## config.mk

```make
export PLATFORM = sky130hd
export DESIGN_NAME = hamming_encode_tx
export DESIGN_NICKNAME = d
export VERILOG_FILES = /design/src/rtl/hamming_pkg.sv /design/src/rtl/hamming_encode_core.sv /design/src/rtl/hamming_encode_tx.sv
export SDC_FILE = /design/constraint.sdc
export NUM_CORES = 1
export LEC_CHECK = 0
export CORE_MARGIN = 2
export CORE_UTILIZATION = 35
export DETAILED_ROUTE_END_ITERATION = 7
export PLACE_DENSITY_LB_ADDON = 0.12
export SLEW_MARGIN = 25
export SYNTH_ARGS = -nofsm -noshare
export SYNTH_HDL_FRONTEND = slang
export SYNTH_HIERARCHICAL = 1
export SYNTH_SLANG_ARGS = --single-unit
export TNS_END_PERCENT = 50
```

## constraint.sdc

```tcl
create_clock -name clk -period 2.9 [get_ports clk]
set_clock_uncertainty 0.2 [all_clocks]
set_input_delay 0.58 -clock clk [delete_from_list [all_inputs] [get_ports clk]]
set_output_delay 0.58 -clock clk [all_outputs]
set_load 0.005 [all_outputs]
```

## src/rtl/hamming_pkg.sv

```systemverilog
// Shared (7,4) Hamming definitions for the tx encoder and the channel-side decoder.
// Latency: n/a (types, constants, pure functions only).
// Backpressure: n/a.
//
// Contents:
//   HAM_K / HAM_N       data and codeword widths
//   HAM_LAST            index of the last codeword bit (serializer terminal count)
//   ham_data_t          4-bit data nibble d[3:0]
//   ham_cw_t            7-bit codeword c[6:0], c[3:0] = data, c[6:4] = parity
//   tx_state_e          serializer FSM states
//   ham_encode()        nibble -> codeword
//   ham_bit_at()        pick the codeword bit sent at serial slot idx
package hamming_pkg;

    localparam int HAM_K = 4;
    localparam int HAM_N = 7;

    // Serial slot of the final codeword bit; the serializer reloads or idles here.
    localparam logic [2:0] HAM_LAST = 3'd6;

    typedef logic [HAM_K-1:0] ham_data_t;
    typedef logic [HAM_N-1:0] ham_cw_t;

    typedef enum logic {
        ST_IDLE  = 1'b0,
        ST_SHIFT = 1'b1
    } tx_state_e;

    // Systematic generator: the data nibble sits in c[3:0] unchanged, and each
    // parity bit covers a distinct three-bit subset of the data. The decoder
    // builds its syndrome from the same subsets, so both must come from here.
    function automatic ham_cw_t ham_encode(input ham_data_t d);
        ham_cw_t c;
        c[3:0] = d;
        c[4]   = d[0] ^ d[1] ^ d[2];
        c[5]   = d[0] ^ d[2] ^ d[3];
        c[6]   = d[0] ^ d[1] ^ d[3];
        return c;
    endfunction

    // Serial slot idx carries bit idx (LSB first) or bit 6-idx (MSB first).
    // idx never exceeds HAM_LAST, so the subtraction cannot wrap.
    function automatic logic ham_bit_at(input ham_cw_t   w,
                                        input logic [2:0] idx,
                                        input bit         msb_first);
        logic [2:0] pos;
        pos = msb_first ? (HAM_LAST - idx) : idx;
        return w[pos];
    endfunction

endpackage

```

## src/rtl/hamming_encode_core.sv

```systemverilog
// Combinational (7,4) Hamming encoder: one data nibble in, one codeword out.
// Latency: 0 cycles (pure combinational).
// Backpressure: none; the caller decides when the result is captured.
//
// Ports:
//   data_i  4-bit data nibble
//   cw_o    7-bit systematic codeword
module hamming_encode_core
    import hamming_pkg::*;
(
    input  ham_data_t data_i,
    output ham_cw_t   cw_o
);

    assign cw_o = ham_encode(data_i);

endmodule

```

## src/rtl/hamming_encode_tx.sv

```systemverilog
// Streaming (7,4) Hamming encoder + serializer with start-of-frame marker.
// Latency: handshake at edge N -> first codeword bit (with sof_o) after edge N.
// Backpressure: in_ready high in IDLE and on the last bit slot, so codewords run back-to-back.
//
// Build option: HAMMING_ERR_INJECT_EN adds inj_en/inj_pos, which flip one
// transmitted bit of the codeword (cw_o keeps the clean value).
//
// Ports:
//   clk, rst          clock, synchronous active-high reset
//   in_valid/in_ready nibble handshake; in_data sampled only on handshake
//   in_data           data nibble
//   inj_en, inj_pos   (HAMMING_ERR_INJECT_EN only) bit-flip request, sampled on handshake
//   bit_o             serial channel bit
//   bit_valid_o       bit_o carries a codeword bit
//   sof_o             marks the first bit of each codeword
//   cw_o              clean codeword of the frame being sent, held until next acceptance
//   busy_o            serializer is shifting
// Parameter:
//   MSB_FIRST         0 = codeword bit 0 first, 1 = bit 6 first
module hamming_encode_tx
    import hamming_pkg::*;
#(
    parameter bit MSB_FIRST = 1'b0
)
(
    input  logic       clk,
    input  logic       rst,
    input  logic       in_valid,
    output logic       in_ready,
    input  logic [3:0] in_data,
`ifdef HAMMING_ERR_INJECT_EN
    input  logic       inj_en,
    input  logic [2:0] inj_pos,
`endif
    output logic       bit_o,
    output logic       bit_valid_o,
    output logic       sof_o,
    output logic [6:0] cw_o,
    output logic       busy_o
);

    // ------------------------------------------------------------------
    // State
    // ------------------------------------------------------------------
    tx_state_e  state_q;
    logic [2:0] cnt_q;      // serial slot currently on bit_o
    logic [2:0] cnt_d;
    ham_cw_t    tx_q;       // word actually transmitted (may carry an injected flip)
    ham_cw_t    cw_q;       // clean codeword for cw_o
    logic       bit_q;
    logic       bit_valid_q;
    logic       sof_q;
    logic       busy_q;

    // ------------------------------------------------------------------
    // Encode and optional error injection
    // ------------------------------------------------------------------
    ham_cw_t enc_cw;
    ham_cw_t flip_mask;
    ham_cw_t tx_load;
    logic    hs;

    hamming_encode_core u_core (
        .data_i (in_data),
        .cw_o   (enc_cw)
    );

`ifdef HAMMING_ERR_INJECT_EN
    // inj_pos == 7 has no codeword bit behind it and is the explicit "no flip" code.
    always_comb begin
        flip_mask = '0;
        if (inj_en && (inj_pos != 3'd7)) begin
            flip_mask = ham_cw_t'(7'd1 << inj_pos);
        end
    end
`else
    assign flip_mask = '0;
`endif

    assign tx_load = enc_cw ^ flip_mask;

    // ------------------------------------------------------------------
    // Handshake
    // ------------------------------------------------------------------
    // Ready depends only on registered state, never on in_valid, so the
    // upstream can build its valid from our ready without a loop. Opening
    // on the last slot is what allows gap-free back-to-back frames.
    assign in_ready = (state_q == ST_IDLE) ||
                      ((state_q == ST_SHIFT) && (cnt_q == HAM_LAST));

    assign hs    = in_valid && in_ready;
    assign cnt_d = cnt_q + 3'd1;

    // ------------------------------------------------------------------
    // FSM + serializer (all outputs registered)
    // ------------------------------------------------------------------
    always_ff @(posedge clk) begin
        if (rst) begin
            state_q     <= ST_IDLE;
            cnt_q       <= 3'd0;
            tx_q        <= '0;
            cw_q        <= '0;
            bit_q       <= 1'b0;
            bit_valid_q <= 1'b0;
            sof_q       <= 1'b0;
            busy_q      <= 1'b0;
        end else if (hs) begin
            // Fresh frame, from IDLE or chained onto the last slot of the
            // previous one: slot 0 goes straight out next cycle.
            state_q     <= ST_SHIFT;
            cnt_q       <= 3'd0;
            tx_q        <= tx_load;
            cw_q        <= enc_cw;
            bit_q       <= ham_bit_at(tx_load, 3'd0, MSB_FIRST);
            bit_valid_q <= 1'b1;
            sof_q       <= 1'b1;
            busy_q      <= 1'b1;
        end else if ((state_q == ST_SHIFT) && (cnt_q != HAM_LAST)) begin
            cnt_q       <= cnt_d;
            bit_q       <= ham_bit_at(tx_q, cnt_d, MSB_FIRST);
            bit_valid_q <= 1'b1;
            sof_q       <= 1'b0;
            busy_q      <= 1'b1;
        end else begin
            // Idle, or last slot with nothing offered: drop to IDLE. cw_q is
            // deliberately held so cw_o shows the last frame until the next one.
            state_q     <= ST_IDLE;
            cnt_q       <= 3'd0;
            bit_q       <= 1'b0;
            bit_valid_q <= 1'b0;
            sof_q       <= 1'b0;
            busy_q      <= 1'b0;
        end
    end

    // ------------------------------------------------------------------
    // Outputs
    // ------------------------------------------------------------------
    assign bit_o       = bit_q;
    assign bit_valid_o = bit_valid_q;
    assign sof_o       = sof_q;
    assign cw_o        = cw_q;
    assign busy_o      = busy_q;

endmodule

```

## Word level (Yosys, flattened, before mapping)

Index checks and enable logic that the tools add are counted.

- Input port bits: 7
- Output and inout bits: 12
- Bits in registers: 14
- Word-level logic and storage cells: 32

- $add $sub $neg: 1
- Reductions and logical operators: 5
- Equal/unequal tests: 3
- Bitwise logic cells: 7
- $lt $le $gt $ge: 1
- Muxes and demuxes: 9

Operators by type and width:

| cell | number |
|---|---|
| 2-to-1 mux 1 bit | 8 |
| bitwise XOR 1 bit | 5 |
| < comparator 3 x 4 -> 1 bit, second input constant | 1 |
| adder 3 x 1 -> 3 bit, second input constant | 1 |
| binary-select mux 1 bit (select 3 bit) | 1 |
| equality test 3 bit, second input constant | 1 |
| logical AND 1 bit | 3 |
| inequality test 3 bit, second input constant | 1 |
| OR reduction 3 bit | 1 |
| inequality test 2 bit, second input constant | 1 |
| inverter 1 bit | 2 |
| logical OR 1 bit | 1 |

## Longest topological paths before layout

Gate-level depths: netlist of the first run.

- Word-level depth: 5
- Gate-level depth with buffers: 7
- Mapped depth without buffers: 6

## Modules after synthesis

Netlist of the first run, hierarchy kept.

Modules (own cells, without submodules):

| module | instances | area each (µm²) | cells an instance | seq. area each (µm²) |
|---|---|---|---|---|
| hamming_encode_tx | 1 | 575.6 | 61 | 280.3 |
| hamming_encode_core | 1 | 108.9 | 7 | 0.0 |

## Worst setup path before layout of the first run

Ideal clock, no wire load.

- Path kind: reg2out
- Start: reg cnt_q[0]
- End: out in_ready
- Cell stages (with the launch flop): 6
- Slack: 0.981 ns
- Buffers on the path: 1
- Data required time: 2.120 ns
- Arrival: 1.139 ns
- Path through: dfxtp_1 > inv_1 > ha_1 > a21boi_2 > inv_1 > buf_2

- Cells in the longest elaborated chain, start to end: 3

RTL lines:

| item | RTL line | RTL |
|---|---|---|
| start, declared | hamming_encode_tx.sv:46 | `logic [2:0] cnt_q;` |
| start signal, assigned | hamming_encode_tx.sv:119 | `cnt_q <= cnt_d;` |
| equality test 3 bit | hamming_encode_tx.sv:89 | `((state_q == ST_SHIFT) && (cnt_q == HAM_LAST));` |
| logical AND 1 bit | hamming_encode_tx.sv:89 |  |
| logical OR 1 bit | hamming_encode_tx.sv:88 | `assign in_ready = (state_q == ST_IDLE) \|\|` |
| end, declared | hamming_encode_tx.sv:29 | `output logic in_ready,` |

Every way passes these cells.

## Final worst setup path of the first run

Ends and elaborated chain as after synthesis.

==> results by group, run 1 <==
Final layout
  – Seq. cell area: 280 um^2
  – Util after Layout: 49.1%
  – Antenna cells: 0
  – Layout net count: 92
  – Number of fillers in the final layout: 173
  – Multi-input logic area: 349 um^2
  – Share of cells above drive strength 1: 11.1%
  – Cell Count, Final, Fillers Out: 106
  – Area Overhead vs Synth: 27.8%

Synthesis
  – Seq/Total Area, Yosys: 41.0%
  – Post-synth top area share: 41.0%
  – Cells taking the most area after synthesis: dfxtp_1, xor3_4, a21oi_1
  – Post-synthesis register bit count: 14
  – Synth warn: 6
  – Cells after Synth: 68
  – Synth unique cells: 21
  – Mean post-synth cell area: 10.1 um^2
  – Syn nets: 77
  – Netlist Area Pre-Place: 684 um^2
  – Area leader, netlist: dfxtp_1

Die
  – Die Area: 2330 um^2
  – CORE AREA: 1780 um^2
  – Ports: 19
  – Die Span X: 48.2 um
  – Starting density of the core: 38.4%
  – Die height: 48.2 um
  – Rows: 15

Power and ir drop
  – Max IR drop VDD: 239 uV
  – P_leak: 0.000341 uW
  – Cell Pwr Density: 456 nW/um^2

Hold path
  – Hold EP: cw_o[6]
  – Hold path depth: 2
  – Hold wc startpoint: cw_o[6]
  – Hold WC Path Type: reg -> reg

Route
  – # DRC: 0
  – Routed Antenna Nets: 0
  – Total wire length: 1260 um
  – Via/cell ratio: 4.94
  – Via count: 524
  – Routed len/inst: 11.8 um
  – First-pass DRT Iterations: 4
  – DR iter-0 viols: 8

CTS
  – Cts hold-fix bufs: 0
  – Clk slew on worst S/H paths: 0.08 ns
  – Root Driver: clkbuf_4
  – Clock latency on the worst-skew pair: 0.28 ns
  – CTS buffer count: 3
  – Total clock sinks: 14
  – H-tree levels: 1
  – Setup bufs post-CTS: 0
  – Clock tree buffer depth: 2
  – TritonCTS clock tree: built

Setup path
  – CP max FO: 11
  – Critical path capture point type: primary output
  – Element type at the critical path start: flop
  – Reg-to-reg setup timing slack: 1.14 ns
  – Worst r2r dst: bit_o
  – Reg2reg path depth: 6
  – CP arrival: 1.96 ns
  – CP Class: reg -> out
  – Worst reg2reg startpoint: cnt_q[0]
  – Worst EP required: 2.12 ns

Global routing
  – Largest net degree at the start of global routing: 13
  – Layer with the highest usage: met2
  – Total gr overflow: 0
  – Vias in the first global route: 460
  – Initial antenna violation count: 0
  – Met3 usage: 3.33%
  – Met1 usage: 17.6%
  – First-pass GRT wire length: 2000 um
  – Gr usage total: 12.8%
  – Met2 Track Usage GR: 18.4%

STA
  – Max-slew headroom: 73.2%
  – Worst-margin pin slew: 0.400 ns
  – Final setup vio count: 0
  – Hold Fails Final Rpt: 0
  – Post-route setup TNS: 0 ns
  – Achievable Freq: 365 MHz
  – Final period utilization: 94.6%
  – Unrepaired setup endpoints after global routing: no
  – Max-slew violations: 0
  – Tmin final: 2.74 ns

Flow run
  – Max-Cap Viols: 0

Outcome
  – Outcome: completed

Placed design
  – IO Port Bufs: 18
  – Final estimated routing congestion in global placement: 0.751
  – Post-DP HPWL: 972 um
  – Placed cell count: 103
## power by group
| group | leakage (uW) | internal [uW] | switching (uW) |
|---|---|---|---|
| logic | 0.000212 | 50.6 | 30.2 |
| clock network | 0.0000138 | 48.1 | 59.8 |
| registers | 0.000115 | 203 | 7.11 |
| total | 0.000341 | 302 | 97.1 |
## per-layer routing
metal	vias up	wire length, um
li1	261	-
met1	242	617
met2	18	576
met3	3	44
met4	0	18
met5	-	0
## state kept, by name (all words and copies together) (netlist names)
register,cells
bit_o,1
sof_o,1
state_q,1
cw_o,7
busy_o,1
cnt_q,3
## cell usage in the layout, fill, tap and decap left out
cell,instances
mux4_2,1
clkdlybuf4s50_1,18
o32ai_2,1
nor2b_1,2
ha_1,2
nand2b_1,2
a21boi_4,1
xnor2_1,1
xor3_1,1
inv_1,3
nand3_1,7
o21ai_0,7
xor3_4,2
mux2_2,1
nor2_1,4
a21oi_1,9
dfxtp_1,14
clkbuf_4,3
a221oi_1,1
nand2_1,1
## repair_timing
item,CTS,global route
hold endpoints to repair,0,0
setup endpoints to repair,0,1
gates resized for setup,0,1
## Yosys cell counts (all sizes together)
master   n
nor2     4
mux4     1
nand2b   2
mux2     1
dfxtp   14
o32ai    1
clkbuf   1
a221oi   1
a21oi    9
o21ai    7
nand3    7
ha       2
nand2    1
xnor2    1
inv      3
buf      7
xor3     3
a21boi   1
nor2b    2
## worst max-delay path by stage
stage	start	to	slack [ns]	cells after the start
after global routing	cnt_q[0]	in_ready	0.04	5
after floorplan	cnt_q[0]	in_ready	0.98	5
after detailed placement	cnt_q[0]	in_ready	0.38	5
after CTS	cnt_q[0]	in_ready	0.08	5
after global placement	cnt_q[0]	in_ready	0.46	5
final	cnt_q[0]	in_ready	0.16	5
## layout make-up
cell class | count | area share [%]
clock buffers | 3 | 2.58
inverters | 3 | 1.29
multi-input cells | 43 | 39.9
flip-flops and latches | 14 | 32.0
well taps | 25 | 3.58
repair buffers | 18 | 20.6
## through the flow
step	cell area [um^2]	worst slack, ns	power [uW]	hold WS, ns
2_1_floorplan	684	0.981	263	0.271
3_3_place_gp	845	0.455	295	0.299
3_5_place_dp	845	0.380	295	0.285
4_1_cts	867	0.0757	402	0.301
5_1_grt	875	0.0359	417	0.324
6_report	875	0.158	399	0.301
## critical path, cell delays in order, from the launching register on
cell             delay, ns
dfxtp_1               0.45
inv_1                 0.07
ha_1                  0.23
a21boi_4              0.25
inv_1                 0.20
clkdlybuf4s50_1       0.49
## cells by family (layout without fill, tap and decap cells)
family / count (synthesis) / count (layout) / synth area share [%]
muxes: 2 / 2 / 4.94
DFF: 14 / 14 / 41.0
xor gates and xnor gates: 4 / 4 / 12.8
buffers and inverters: 11 / 24 / 9.14
adders and majority gates: 2 / 2 / 3.66
AOI/OAI and AO/OA: 19 / 19 / 17.0
and+or+nand+nor: 16 / 16 / 11.5
Note: power is estimated with default switching activity, not from simulation.
==> inputs of run 2 (changes only) <==
--- a/config.mk
+++ b/config.mk
@@ -9,7 +9,7 @@
 export CORE_UTILIZATION = 35
 export DETAILED_ROUTE_END_ITERATION = 7
 export PLACE_DENSITY_LB_ADDON = 0.12
-export SLEW_MARGIN = 25
+export SLEW_MARGIN = 20
 export SYNTH_ARGS = -nofsm -noshare
 export SYNTH_HDL_FRONTEND = slang
 export SYNTH_HIERARCHICAL = 1
==> constraint.sdc (replaced) <==
create_clock -name clk -period 3.4 [get_ports clk]
set_clock_uncertainty 0.2 [all_clocks]
set_input_delay 0.68 -clock clk [delete_from_list [all_inputs] [get_ports clk]]
set_output_delay 0.68 -clock clk [all_outputs]
set_load 0.005 [all_outputs]
==> results by group, run 2 (same netlist as run 1, synthesis figures left out) <==
STA
  – Final period utilization: 86.1%
  – Final setup vio count: 0 (unchanged)
  – Worst-margin pin slew: 0.432 ns (was 0.400 ns)
  – Max-slew headroom: 71.1% (was 73.2%)
  – Hold Fails Final Rpt: 0 (unchanged)
  – Max-slew violations: 0 (unchanged)
  – Achievable Freq: 342 MHz
  – Unrepaired setup endpoints after global routing: no (unchanged)
  – Post-route setup TNS: 0 ns (unchanged)
  – Tmin final: 2.93 ns

Placed design
  – Final estimated routing congestion in global placement: 0.751 (unchanged)
  – Post-DP HPWL: 962 um (was 972 um)
  – IO Port Bufs: 18 (unchanged)

Final layout
  – Most common cell after layout, fill and taps aside: clkdlybuf4s50_1 (unchanged)
  – Commonest non-fill, non-tap cells in the layout: clkdlybuf4s50_1, dfxtp_1, a21oi_1 (unchanged)
  – Area Overhead vs Synth: 26.7% (was 27.8%)
  – Antenna cells: 0 (unchanged)
  – Max FFs per register: 7 (unchanged)
  – Number of fillers in the final layout: 171 (was 173)
  – Seq. cell area: 280 um^2 (unchanged)
  – Share of cells above drive strength 1: 11.1% (unchanged)
  – Multi-input logic area: 342 um^2 (was 349 um^2)
  – Layout net count: 92 (unchanged)

Setup path
  – Reg-to-reg setup timing slack: 1.55 ns (was 1.14 ns)
  – CP Buf/Inv Count: 3 (unchanged)
  – Critical path capture point type: primary output (unchanged)
  – CP most frequent cell: inv_1 (unchanged)
  – Critical path startpoint: cnt_q[0] (unchanged)
  – Worst path max stage delay: 0.50 ns (was 0.49 ns)
  – Element type at the critical path start: flop (unchanged)
  – Worst reg2reg startpoint: cnt_q[0] (unchanged)
  – Worst EP required: 2.52 ns (was 2.12 ns)
  – CP max stage cell: clkdlybuf4s50_1 (unchanged)
  – CP arrival: 2.05 ns (was 1.96 ns)
  – CP Depth: 5 (unchanged)
  – Delay-heaviest family, CP: buffers and inverters (unchanged)
  – CP Class: reg -> out (unchanged)
  – Crit-path cells: inv_1 > ha_1 > a21boi_2 > inv_1 > clkdlybuf4s50_1 (was inv_1 > ha_1 > a21boi_4 > inv_1 > clkdlybuf4s50_1)
  – Reg2reg path depth: 6 (unchanged)
  – Worst r2r dst: bit_o (unchanged)
  – CP max FO: 11 (unchanged)

CTS
  – Root Driver: clkbuf_4 (unchanged)
  – # resized after CTS: 0 (unchanged)
  – Setup bufs post-CTS: 0 (unchanged)
  – H-tree levels: 1 (unchanged)
  – Total clock sinks: 14 (unchanged)
  – Clock latency on the worst-skew pair: 0.28 ns (about the same)
  – CTS buffer count: 3 (unchanged)
  – Clk slew on worst S/H paths: 0.08 ns (about the same)
  – Cts hold-fix bufs: 0 (unchanged)
  – TritonCTS clock tree: built (unchanged)
  – Clock tree buffer depth: 2 (unchanged)

Global routing
  – Gr usage total: 12.7% (was 12.8%)
  – Largest net degree at the start of global routing: 13 (unchanged)
  – First-pass GRT wire length: 1960 um (was 2000 um)
  – Total gr overflow: 0 (unchanged)
  – Initial antenna violation count: 0 (unchanged)
  – Vias in the first global route: 444 (was 460)

Flow run
  – Max-Cap Viols: 0 (unchanged)

Outcome
  – Outcome: completed (unchanged)

Hold path
  – Hold EP: cw_o[3] (was cw_o[6])
  – Hold path depth: 2 (unchanged)
  – Hold wc startpoint: cw_o[3] (was cw_o[6])
  – Hold WC Path Type: reg -> reg (unchanged)

Power and ir drop
  – Max IR drop VDD: 221 uV (was 239 uV)
  – Cell Pwr Density: 392 nW/um^2 (was 456 nW/um^2)
  – Total power: 340 uW (was 399 uW)
  – P_leak: 0.000337 uW (was 0.000341 uW)

Route
  – Total wire length: 1270 um (was 1260 um)
  – Via count: 501 (was 524)
  – First-pass DRT Iterations: 3 (was 4)
  – Via/cell ratio: 4.73 (was 4.94)
  – Routed Antenna Nets: 0 (unchanged)
  – DR iter-0 viols: 8 (unchanged)
  – Routed len/inst: 11.9 um (was 11.8 um)
  – # DRC: 0 (unchanged)

Die
  – Starting density of the core: 38.4% (unchanged)
  – Die height: 48.2 um (unchanged)
  – Die Area: 2330 um^2 (unchanged)
  – Ports: 19 (unchanged)
  – Die Span X: 48.2 um (unchanged)
  – CORE AREA: 1780 um^2 (unchanged)
  – Rows: 15 (unchanged)
## run 2: routing by layer
layer	share of wire (%)	track usage, %	vias to the layer above
li1	-	-	258
met1	51	16.7	229
met2	45	18.9	12
met3	3.0	3.33	2
met4	1.4	6.49	0
met5	0	0	-
## run 2: tightest hold or removal path, delay by kind of cell, from the launching register on
family / cells / cell delay, ns
flip-flops: 1 / 0.33
AO/OA/AOI/OAI: 2 / 0.13
## run 2: layout make-up
type / instances / area share [%]
Clock buffer: 3 / 2.60
Sequential cell: 14 / 32.3
Tap cell: 25 / 3.61
Timing Repair Buffer: 18 / 20.8
Multi-Input combinational cell: 43 / 39.4
Inverter: 3 / 1.30
## run 2: through the flow
step	hold slack, ns	worst slack [ns]	util, %	area (um^2)	cells
final	0.299	0.472	48.6	867	106
after global routing	0.323	0.326	48.6	867	106
after CTS	0.299	0.481	48.6	867	106
after detailed placement	0.284	0.784	47.4	845	103
after global placement	0.299	0.856	47.4	845	103
after floorplan	0.271	1.38	-	684	68
## run 2: how the worst max path moves through the flow
stage | endpoint | slack (ns)
floorplan | in_ready | 1.38
global placement | in_ready | 0.86
detailed placement | in_ready | 0.78
CTS | in_ready | 0.48
global route | in_ready | 0.33
finish | in_ready | 0.47
## run 2: report_power, final
group	internal, uW	total (uW)	switching, uW
clock network	41.1	92.7	51.6
logic	42.4	68.5	26.1
registers	173	179	5.91
==> inputs of run 3 (changes only) <==
--- a/config.mk
+++ b/config.mk
@@ -6,8 +6,9 @@
 export NUM_CORES = 1
 export LEC_CHECK = 0
 export CORE_MARGIN = 2
-export CORE_UTILIZATION = 35
+export CORE_UTILIZATION = 48
 export DETAILED_ROUTE_END_ITERATION = 7
+export GPL_ROUTABILITY_DRIVEN = 0
 export PLACE_DENSITY_LB_ADDON = 0.12
 export SLEW_MARGIN = 20
 export SYNTH_ARGS = -nofsm -noshare
==> results by group, run 3 (same netlist as run 1, synthesis figures left out) <==
Outcome
  – Outcome: completed (unchanged)

STA
  – Final period utilization: 86.6% (was 86.1%)
  – Worst-margin pin slew: 0.375 ns (was 0.432 ns)
  – Hold Fails Final Rpt: 0 (unchanged)
  – Max-slew violations: 0 (unchanged)
  – Hold WS: 0.310 ns (was 0.299 ns)
  – Final setup margin: 0.457 ns (was 0.472 ns)
  – Tmin final: 2.94 ns (was 2.93 ns)
  – Max-slew headroom: 74.9% (was 71.1%)
  – Post-route setup TNS: 0 ns (unchanged)
  – Achievable Freq: 340 MHz (was 342 MHz)
  – Final setup vio count: 0 (unchanged)
  – Unrepaired setup endpoints after global routing: no (unchanged)

Global routing
  – Gr usage total: 16.4% (was 12.7%)
  – Total gr overflow: 0 (unchanged)
  – Initial antenna violation count: 0 (unchanged)
  – Largest net degree at the start of global routing: 13 (unchanged)
  – First-pass GRT wire length: 2130 um (was 1960 um)
  – Vias in the first global route: 471 (was 444)

Placed design
  – Post-DP HPWL: 971 um (was 962 um)
  – Pre-CTS setup slack: 0.808 ns (was 0.784 ns)
  – Placed cell areas: 832 um^2 (was 845 um^2)
  – IO Port Bufs: 18 (unchanged)

CTS
  – H-tree levels: 1 (unchanged)
  – Clock tree buffer depth: 2 (unchanged)
  – Cts hold-fix bufs: 0 (unchanged)
  – Clk slew on worst S/H paths: 0.08 ns (about the same)
  – TritonCTS clock tree: built (unchanged)
  – Setup bufs post-CTS: 0 (unchanged)
  – Total clock sinks: 14 (unchanged)
  – CTS buffer count: 3 (unchanged)
  – # resized after CTS: 0 (unchanged)
  – Clock latency on the worst-skew pair: 0.28 ns (about the same)
  – Root Driver: clkbuf_4 (unchanged)

Power and ir drop
  – P_leak: 0.000344 uW (was 0.000337 uW)
  – Max IR drop VDD: 271 uV (was 221 uV)
  – Net Sw Frac: 23.4% (was 24.6%)
  – Cell Int Power: 281 uW (was 257 uW)
  – Sw power: 85.7 uW (was 83.6 uW)
  – Register share of total power: 48.9% (was 52.6%)
  – Cell Pwr Density: 422 nW/um^2 (was 392 nW/um^2)
  – Clock share of power: 32.5% (was 27.2%)
  – Logic gate share of total power: 18.6% (was 20.1%)

Final layout
  – Most common cell after layout, fill and taps aside: clkdlybuf4s50_1 (unchanged)
  – Post-layout instance area: 868 um^2 (was 867 um^2)
  – Util after Layout: 65.9% (was 48.6%)
  – Layout net count: 92 (unchanged)
  – Area Overhead vs Synth: 26.9% (was 26.7%)
  – Max FFs per register: 7 (unchanged)
  – Share of cells above drive strength 1: 12.2% (was 11.1%)
  – Antenna cells: 0 (unchanged)
  – Commonest non-fill, non-tap cells in the layout: clkdlybuf4s50_1, dfxtp_1, a21oi_1 (unchanged)

Setup path
  – Worst r2r dst: bit_o (unchanged)
  – CP max FO: 11 (unchanged)
  – Critical path startpoint: cnt_q[0] (unchanged)
  – Reg-to-reg setup timing slack: 1.55 ns (about the same)
  – Worst reg2reg startpoint: cnt_q[0] (unchanged)
  – Worst Setup EP: in_ready (unchanged)
  – Element type at the critical path start: flop (unchanged)
  – Worst EP required: 2.52 ns (about the same)
  – CP arrival: 2.06 ns (was 2.05 ns)
  – Critical path capture point type: primary output (unchanged)
  – Reg2reg path depth: 6 (unchanged)
  – CP Class: reg -> out (unchanged)

Route
  – Total wire length: 1270 um (about the same)
  – Routed Antenna Nets: 0 (unchanged)
  – Routed len/inst: 13.1 um (was 11.9 um)
  – DR iter-0 viols: 12 (was 8)
  – # DRC: 0 (unchanged)
  – Via/cell ratio: 5.44 (was 4.73)
  – Via count: 528 (was 501)
  – First-pass DRT Iterations: 4 (was 3)

Die
  – Die Area: 1740 um^2 (was 2330 um^2)
  – Starting density of the core: 51.9% (was 38.4%)
  – CORE AREA: 1320 um^2 (was 1780 um^2)
  – Rows: 13 (was 15)
  – Ports: 19 (unchanged)
  – Die height: 41.8 um (was 48.2 um)
  – Die Span X: 41.8 um (was 48.2 um)

Flow run
  – Max-Cap Viols: 0 (unchanged)

Hold path
  – Hold WC Path Type: reg -> reg (unchanged)
==> run 3: changes by cell type in the layout (fill, tap and decap cells not counted), sizes merged <==
cell / before / now
clkbuf: 3 / 4
==> run 3: power by group through the flow <==
stage	Combinational [uW]	Sequential, uW	Clock, uW
3_5_place_dp	67.9	183	0
6_report	68.2	179	119
2_1_floorplan	41.3	183	0
4_1_cts	68.3	179	121
5_1_grt	74.6	181	127
3_3_place_gp	67.4	183	0
==> run 3: routing by layer <==
layer	share of wire, %	track usage [%]
met4	1.3	5.81
met1	45	20.7
met2	47	25.0
met5	0	0
met3	6.2	6.96
==> run 3: worst min-delay path by stage <==
| stage | to | slack, ns | cells past startpoint | startpoint |
|---|---|---|---|---|
| floorplan | cnt_q[0] | 0.27 | 1 | cnt_q[0] |
| global placement | cnt_q[0] | 0.30 | 1 | cnt_q[0] |
| detailed placement | cw_o[5] | 0.30 | 2 | cw_o[5] |
| CTS | cw_o[5] | 0.31 | 2 | cw_o[5] |
| global route | cw_o[2] | 0.35 | 2 | cw_o[2] |
| finish | cw_o[2] | 0.31 | 2 | cw_o[2] |
==> run 3: cell type report <==
cell class	count	area [um^2]
inverter	3	11.3
clock buffer	4	36.3
fill	116	449
tap	15	18.8
sequential	14	280
multi-input combinational	43	342
timing repair buffer	18	180
==> run 3: worst max-delay path: stages (launching register included) <==
cell and delay (ns):
dfxtp_1 0.44, inv_1 0.07, ha_1 0.21, a21boi_2 0.31, inv_1 0.24, clkdlybuf4s50_1 0.50
==> run 3: per-stage QoR <==
step,total power (uW),instances
finish,366,97
global route,383,97
CTS,369,97
detailed placement,251,93
global placement,250,93
floorplan,224,68
